File: config.mk
export PLATFORM = sky130hd
export DESIGN_NAME = brg_sram_1024x8_req_ctrl
export DESIGN_NICKNAME = d
export VERILOG_FILES = /design/src/rtl/brg_sram_1024x8_req_ctrl.sv
export SDC_FILE = /design/constraint.sdc
export NUM_CORES = 1
export LEC_CHECK = 0
export ABC_AREA = 1
export BUFFER_PORTS_ARGS = -buffer_cell sky130_fd_sc_hd__buf_2
export CAP_MARGIN = 20
export CORE_ASPECT_RATIO = 0.75
export CORE_MARGIN = 2
export CORE_UTILIZATION = 40
export DETAILED_ROUTE_END_ITERATION = 16
export PLACE_DENSITY_LB_ADDON = 0.15
export SYNTH_ARGS = -nofsm -noshare
export SYNTH_HDL_FRONTEND = slang
export SYNTH_SLANG_ARGS = --single-unit
File: constraint.sdc
create_clock -name clk_i -period 1.9 [get_ports clk_i]
set_clock_uncertainty 0.15 [all_clocks]
set_input_delay 0.38 -clock clk_i [delete_from_list [all_inputs] [get_ports clk_i]]
set_output_delay 0.38 -clock clk_i [all_outputs]
set_load 0.03 [all_outputs]
File: src/rtl/brg_sram_1024x8_req_ctrl.sv
// Request-side controller for the 1024x8 single-port SRAM wrapper: issues one access per cycle
// and buffers fixed 1-cycle read data in a small response FIFO sized by read credits.
module brg_sram_1024x8_req_ctrl #(
    parameter int width_p       = 8,
    parameter int els_p         = 1024,
    parameter int addr_width_lp = $clog2(els_p),
    parameter int fifo_els_p    = 3
) (
    input  logic                     clk_i,
    input  logic                     reset_n_i,

    input  logic                     req_v_i,
    output logic                     req_ready_o,
    input  logic                     req_w_i,
    input  logic [addr_width_lp-1:0] req_addr_i,
    input  logic [width_p-1:0]       req_data_i,

    output logic                     resp_v_o,
    input  logic                     resp_ready_i,
    output logic [width_p-1:0]       resp_data_o,

    output logic                     sram_v_o,
    output logic                     sram_w_o,
    output logic [addr_width_lp-1:0] sram_addr_o,
    output logic [width_p-1:0]       sram_data_o,
    input  logic [width_p-1:0]       sram_data_i
);

    localparam int ptr_w_lp = (fifo_els_p > 1) ? $clog2(fifo_els_p) : 1;
    localparam int cnt_w_lp = $clog2(fifo_els_p + 1);
    localparam logic [cnt_w_lp:0]   fifo_els_lp = (cnt_w_lp + 1)'(fifo_els_p);
    localparam logic [ptr_w_lp-1:0] ptr_last_lp = ptr_w_lp'(fifo_els_p - 1);

    logic [width_p-1:0]  mem_r [fifo_els_p];
    logic [ptr_w_lp-1:0] wr_ptr_r;
    logic [ptr_w_lp-1:0] rd_ptr_r;
    logic [cnt_w_lp-1:0] count_r;
    logic                inflight_r;

    logic credit;
    logic accept;
    logic push;
    logic pop;

    function automatic logic [ptr_w_lp-1:0] ptr_next(input logic [ptr_w_lp-1:0] p);
        return (p == ptr_last_lp) ? '0 : p + ptr_w_lp'(1);
    endfunction

    // Credits use registered occupancy only; a same-cycle pop frees a slot one cycle later.
    assign credit = ({1'b0, count_r} + {{cnt_w_lp{1'b0}}, inflight_r}) < fifo_els_lp;

    assign req_ready_o = reset_n_i & (req_w_i | credit);
    assign accept      = req_v_i & req_ready_o;

    assign sram_v_o    = accept;
    assign sram_w_o    = req_w_i;
    assign sram_addr_o = req_addr_i;
    assign sram_data_o = req_data_i;

    assign push        = inflight_r;
    assign resp_v_o    = (count_r != '0);
    assign pop         = resp_v_o & resp_ready_i;
    assign resp_data_o = mem_r[rd_ptr_r];

    always_ff @(posedge clk_i or negedge reset_n_i) begin
        if (!reset_n_i) begin
            inflight_r <= 1'b0;
            wr_ptr_r   <= '0;
            rd_ptr_r   <= '0;
            count_r    <= '0;
        end else begin
            inflight_r <= accept & ~req_w_i;
            if (push) wr_ptr_r <= ptr_next(wr_ptr_r);
            if (pop)  rd_ptr_r <= ptr_next(rd_ptr_r);
            case ({push, pop})
                2'b10:   count_r <= count_r + cnt_w_lp'(1);
                2'b01:   count_r <= count_r - cnt_w_lp'(1);
                default: count_r <= count_r;
            endcase
        end
    end

    // Payload storage is not reset; occupancy alone decides what is visible.
    always_ff @(posedge clk_i) begin
        if (push) mem_r[wr_ptr_r] <= sram_data_i;
    end

endmodule

Word level (Yosys, flattened, before mapping)

Memories as Yosys holds them, arrays and structs flattened.
Cells that the tools add are included.

Flip-flop bits (word level): 7
RAM bits: 24
Bits of input ports: 31
Output and inout port bits: 30
Word-level logic and storage cells: 28
Memories: 1

Memory list:

| memory | depth | bits a word | read ports | clocked after memory_dff | wr ports | RTL line | source |
|---|---|---|---|---|---|---|---|
| mem_r  | 3     | 8           | 1          | 0                        | 1        | 34       | `logic [width_p-1:0] mem_r [fifo_els_p];` |

Add/subtract/negate cells: 5
$lt $le $gt $ge: 1
Equality and inequality tests: 4
Mux-type cells: 5
Bitwise logic cells: 6
Reductions and logical operators: 2

Operators with widths:

| operator                                                              | number |
|---|---|
| 2-bit by 1-bit adder with 2-bit output (second input constant)        | 3 |
| 2-bit == test (second input constant)                                 | 3 |
| 1-bit AND                                                             | 4 |
| 2-bit 2-to-1 mux                                                      | 2 |
| 2-bit one-hot mux with 2 select lines                                 | 1 |
| 2-bit nonzero test                                                    | 2 |
| 2-bit by 1-bit adder with 3-bit output                                | 1 |
| 3-bit by 2-bit < comparator with 1-bit output (second input constant) | 1 |
| 2-bit by 1-bit == test with 1-bit output (second input constant)      | 1 |
| 1-bit 2-to-1 mux                                                      | 2 |
| 2-bit by 1-bit subtractor with 2-bit output (second input constant)   | 1 |
| 1-bit inverter                                                        | 1 |
| 1-bit OR                                                              | 1 |

Depth between registers and ports, before layout

Word-level depth: 6
Depth in mapped cells: 10

Worst setup path after synthesis

OpenSTA, ideal clock, no wires.

Kind: reg2out
Start: register count_r[0]
End: output sram_v_o
Arrival: 1489 ps
Data required time: 1370 ps
Slack: -119 ps
Stages on the path, launching flop included: 8
Cells stage by stage: dfrtp_1 -> ha_1 -> ha_1 -> nand2_1 -> nand2_1 -> nand2_1 -> nand2_1 -> nor2_1

Word-level cells in the longest chain between the ends: 5

RTL lines:

| element                                       | RTL line | source |
|---|---|---|
| start, declared                               | 37       | `logic [cnt_w_lp-1:0] count_r;` |
| start signal, assigned                        | 76       | `2'b10: count_r <= count_r + cnt_w_lp'(1);` |
| start signal, assigned                        | 77       | `2'b01: count_r <= count_r - cnt_w_lp'(1);` |
| start signal, assigned                        | 78       | `default: count_r <= count_r;` |
| 2-bit by 1-bit adder with 3-bit output        | 50       | `assign credit = ({1'b0, count_r} + {{cnt_w_lp{1'b0}}, inflight_r}) < fifo_els_lp;` |
| 3-bit by 2-bit < comparator with 1-bit output | 50       |  |
| 1-bit OR                                      | 52       | `assign req_ready_o = reset_n_i & (req_w_i \| credit);` |
| 1-bit AND                                     | 52       |  |
| 1-bit AND                                     | 53       | `assign accept = req_v_i & req_ready_o;` |
| end, declared                                 | 22       | `output logic sram_v_o,` |

No other way between the ends.

Worst setup path in the final report

Start: register count_r[0]
End: output req_ready_o

Word-level cells in the longest chain between the ends: 4

RTL lines:

| element                                       | RTL line | source |
|---|---|---|
| 2-bit by 1-bit adder with 3-bit output        | 50       |  |
| 3-bit by 2-bit < comparator with 1-bit output | 50       |  |
| 1-bit OR                                      | 52       |  |
| 1-bit AND                                     | 52       |  |
| end, declared                                 | 13       | `output logic req_ready_o,` |

No other way between the ends.

==> summary.md <==
| Metric | Value |
|---|---|
| Main combinational cell family by area after synthesis | simple AND/OR/NAND/NOR gates |
| Worst hold-check path type | in2reg |
| Routed length per instance | ~14 µm |
| Met2 routing resource usage after global routing | 0.232 |
| Router iterations before antenna repair | 4 |
| Average cell area after synthesis | around 11 µm² |
| GR Layer Usage met3 | 0.0489 |
| Worst skew pair latency | between 0.2 and 0.3 ns |
| # fillers | between 200 and 300 |
| Pin count of the biggest net entering global routing | 11 |
| Die area | around 0.004 mm² |
| PortBufs | 24 |
| Synth Area in XOR/XNOR | 0.00616 |
| Drt drc | 0 |
| Proportion of synthesized chip area in sequential cells | 0.630 |
| Required time of the critical path | 1.37 ns |
| Placement Rows | 18 |
| Detailed-route vias per instance | 4.70 |
| N_diodes | 0 |
| Clock root buffer | clkbuf_8 |
| Arrival time reported for the critical path endpoint | around 1.5 ns |
| Slew at the pin with the worst max-slew slack | 0.373 ns |
| Initial core utilization | 0.424 |
| Met1 Use GR | 0.167 |
| Number of clock sinks seen by CTS | 31 |
| Synthesized area | 0.00142 mm² |
| Die height | 55.6 µm |
| Max-capacitance violation count | 0 |
| Failing checks | negative setup slack |
| Result of the run | complete, but fails checks |
| Number of setup violations in the final report | 2 |
| Count of unique library cells instantiated by Yosys | 17 |
| Layout-stage area growth over the synthesis result | 24.0% |
| Power per standard cell area | 1560 mW/mm² |
| Top cells by area, synth | edfxtp_1, dfrtp_1, nand2_1, buf_4, nand3_1 |
| Peak supply drop | 0.602 mV |
| Share of the clock period used by the worst path after layout | 1.08 |
| Clock tree buffer depth | 2 |
| Unrepaired setup endpoints after global routing | yes |
| Timing-limited maximum frequency | 488 MHz |
| Nets | 192 |
| CP Class | reg2out |
| Capturing element type of the critical path | primary output |
| Number of top-level pins | 61 |
| Beginning of the worst register-to-register path | count_r[0] |
| Final hold slack | 0.153 ns |
| Area share of the largest cell type after synthesis | 0.507 |
| Launching instance or port of the critical path | count_r[0] |
| Normalized max-slew margin | 0.751 |
| Minimum setup slack in the final design | -0.151 ns |
| Number of cells produced by synthesis | 131 |
| Number of register bits inferred by synthesis | 31 |
| Number of warnings printed during yosys synthesis | 0 |
| Simple-gate share of the synthesized area | 0.177 |
| Fraction of the mapped netlist area in adder cells | 0.0264 |
| Gp weighted congestion | 0.772 |
| Final core utilization | 0.526 |
| Final number of hold-violating endpoints | 0 |
| Die width | 72.9 µm |
| Total grt overflow | 0 |
| Clock tree from TritonCTS | done |
| CTS Buf Count | 5 |
| Standby leakage power | 0.797 nW |
| Total power draw | 2.75 mW |
| Worst min-delay path startpoint | sram_data_i[3] |
| Initial antenna violation count | 0 |
| DP Wirelength | 1730 µm |
| Final period demand of the worst path | 2.05 ns |
| Via count of the first global-routing pass | about 950 |
| Initial DRC count | 67 |
| Antenna Nets Post-Route | 0 |
| Fraction of synthesized area in multiplexers | 0 |
| DR vias | 936 |
| Biggest fanout along the worst timing path | 2 |
| Area of the placeable core | 0.00336 mm² |
| Cell type contributing the most total cell area after synthesis | edfxtp_1 |
| Total wire length after detailed routing | 2720 µm |
| Startpoint kind of the worst setup timing path | flop |
| Final count of pins violating max slew | 0 |
| Post-synth net total | 165 |
| H-tree Lvls | 2 |
| Gr usage total | 0.147 |
| Complex-gate fraction of the synthesized area | 0.0106 |
| Global-route layer with the greatest usage | met2 |
| Clock-pin slew of the registers on the worst-case setup and hold paths | 0.07 ns |
| Global-route wire length before repair | 4340 µm |
| Share of final-layout standard cells stronger than drive strength 1 | 0.415 |
state kept, by name, indices dropped and copies added (netlist names):
| signal | cells |
|---|---|
| inflight_r | 1 |
| wr_ptr_r | 2 |
| mem_r | 24 |
| count_r | 2 |
| rd_ptr_r | 2 |
layer usage:
layer  share of wire  routed length, µm  vias up
met4           0.031                 85        0
li1                -                  -      464
met3           0.056                152       16
met2            0.48               1320       27
met1            0.43               1170      429
met5               0                  0        -
layout by cell type, fill, tap and decap left out:
master / synthesis / final
edfxtp_1: 24 / 24
nor3_1: 1 / 1
ha_2: 0 / 1
dfrtp_2: 0 / 2
nand2_2: 1 / 5
ha_4: 0 / 1
buf_2: 0 / 14
ha_1: 3 / 1
buf_4: 19 / 17
nand3_2: 0 / 2
bufinv_16: 0 / 1
dlygate4sd3_1: 0 / 1
xnor2_1: 1 / 1
nor2_4: 2 / 2
o21ai_0: 2 / 2
nand4_1: 2 / 2
dfrtp_1: 7 / 5
inv_1: 10 / 10
nand2_1: 39 / 35
clkinv_2: 0 / 1
a21oi_1: 1 / 1
nor2_2: 0 / 1
clkinv_1: 0 / 1
buf_6: 1 / 8
clkbuf_8: 0 / 5
nand3_1: 11 / 9
inv_2: 6 / 6
synthesized netlist by cell type, drive strengths merged:
master	instances
dfrtp	7
o21ai	2
nand3	11
inv	16
edfxtp	24
nor2	3
buf	20
nor3	1
nand4	2
nand2	40
xnor2	1
a21oi	1
ha	3
path summary, 6_finish.rpt:
path / endpoint / slack [ns] / cells past startpoint
hold / removal: mem_r[1][3] / 0.15 / 1
min in group asynchronous: count_r[1] / 0.42 / 2
setup reg to reg: count_r[1] / 0.29 / 10
hold reg to reg: rd_ptr_r[0] / 0.42 / 2
setup / recovery: req_ready_o / -0.15 / 8
max in group asynchronous: rd_ptr_r[0] / 0.90 / 2
cell families after synthesis:
group | Yosys count
AND/OR/NAND/NOR | 57
buffers and inverters | 36
flip-flops | 31
AO/OA/AOI/OAI | 3
adder cells (fa/ha/maj) | 3
XOR/XNOR | 1
repair_timing:
action / in CTS / in global routing
resized for setup: 11 / 26
hold endpoints to repair: 7 / 0
buffers inserted: 9 / 2
pin swaps: 6 / 7
gates cloned: 0 / 0
setup endpoints to repair: 10 / 10
hold buffers: 1 / 0
through the flow:
step                      instance area [µm²]  std cells  TNS [ns]  setup WS, ns
after floorplan                          1430        131         0       0.00738
after global placement                   1470        179         0        0.0486
after detailed placement                 1470        179         0        0.0144
after CTS                                1690        197    -0.354        -0.198
after global routing                     1760        199    -0.477        -0.244
final                                    1760        199    -0.295        -0.151
power by group:
group	internal [mW]	switching, mW	total, mW	leakage, nW
clock	0.383	0.235	0.618	0.0556
combinational	0.533	0.693	1.23	0.439
sequential	0.830	0.0772	0.907	0.302
critical path, stage by stage, from the launching register on:
cell     delay, ns
dfrtp_1       0.38
ha_2          0.20
ha_4          0.27
nand2_2       0.04
nand2_2       0.06
nand2_2       0.05
nand2_2       0.07
inv_1         0.05
buf_6         0.13
cell type report:
cell class | instances | area (µm²) | area share
Clock buffer | 5 | 68.8 | 0.0390
Clock inverter | 3 | 38.8 | 0.0220
Inverter | 16 | 60.1 | 0.0340
Multi-Input combinational cell | 64 | 350 | 0.199
Sequential cell | 31 | 898 | 0.509
Tap cell | 40 | 50.0 | 0.0284
Timing Repair Buffer | 40 | 298 | 0.169
Power figures use the tool's default switching activity.
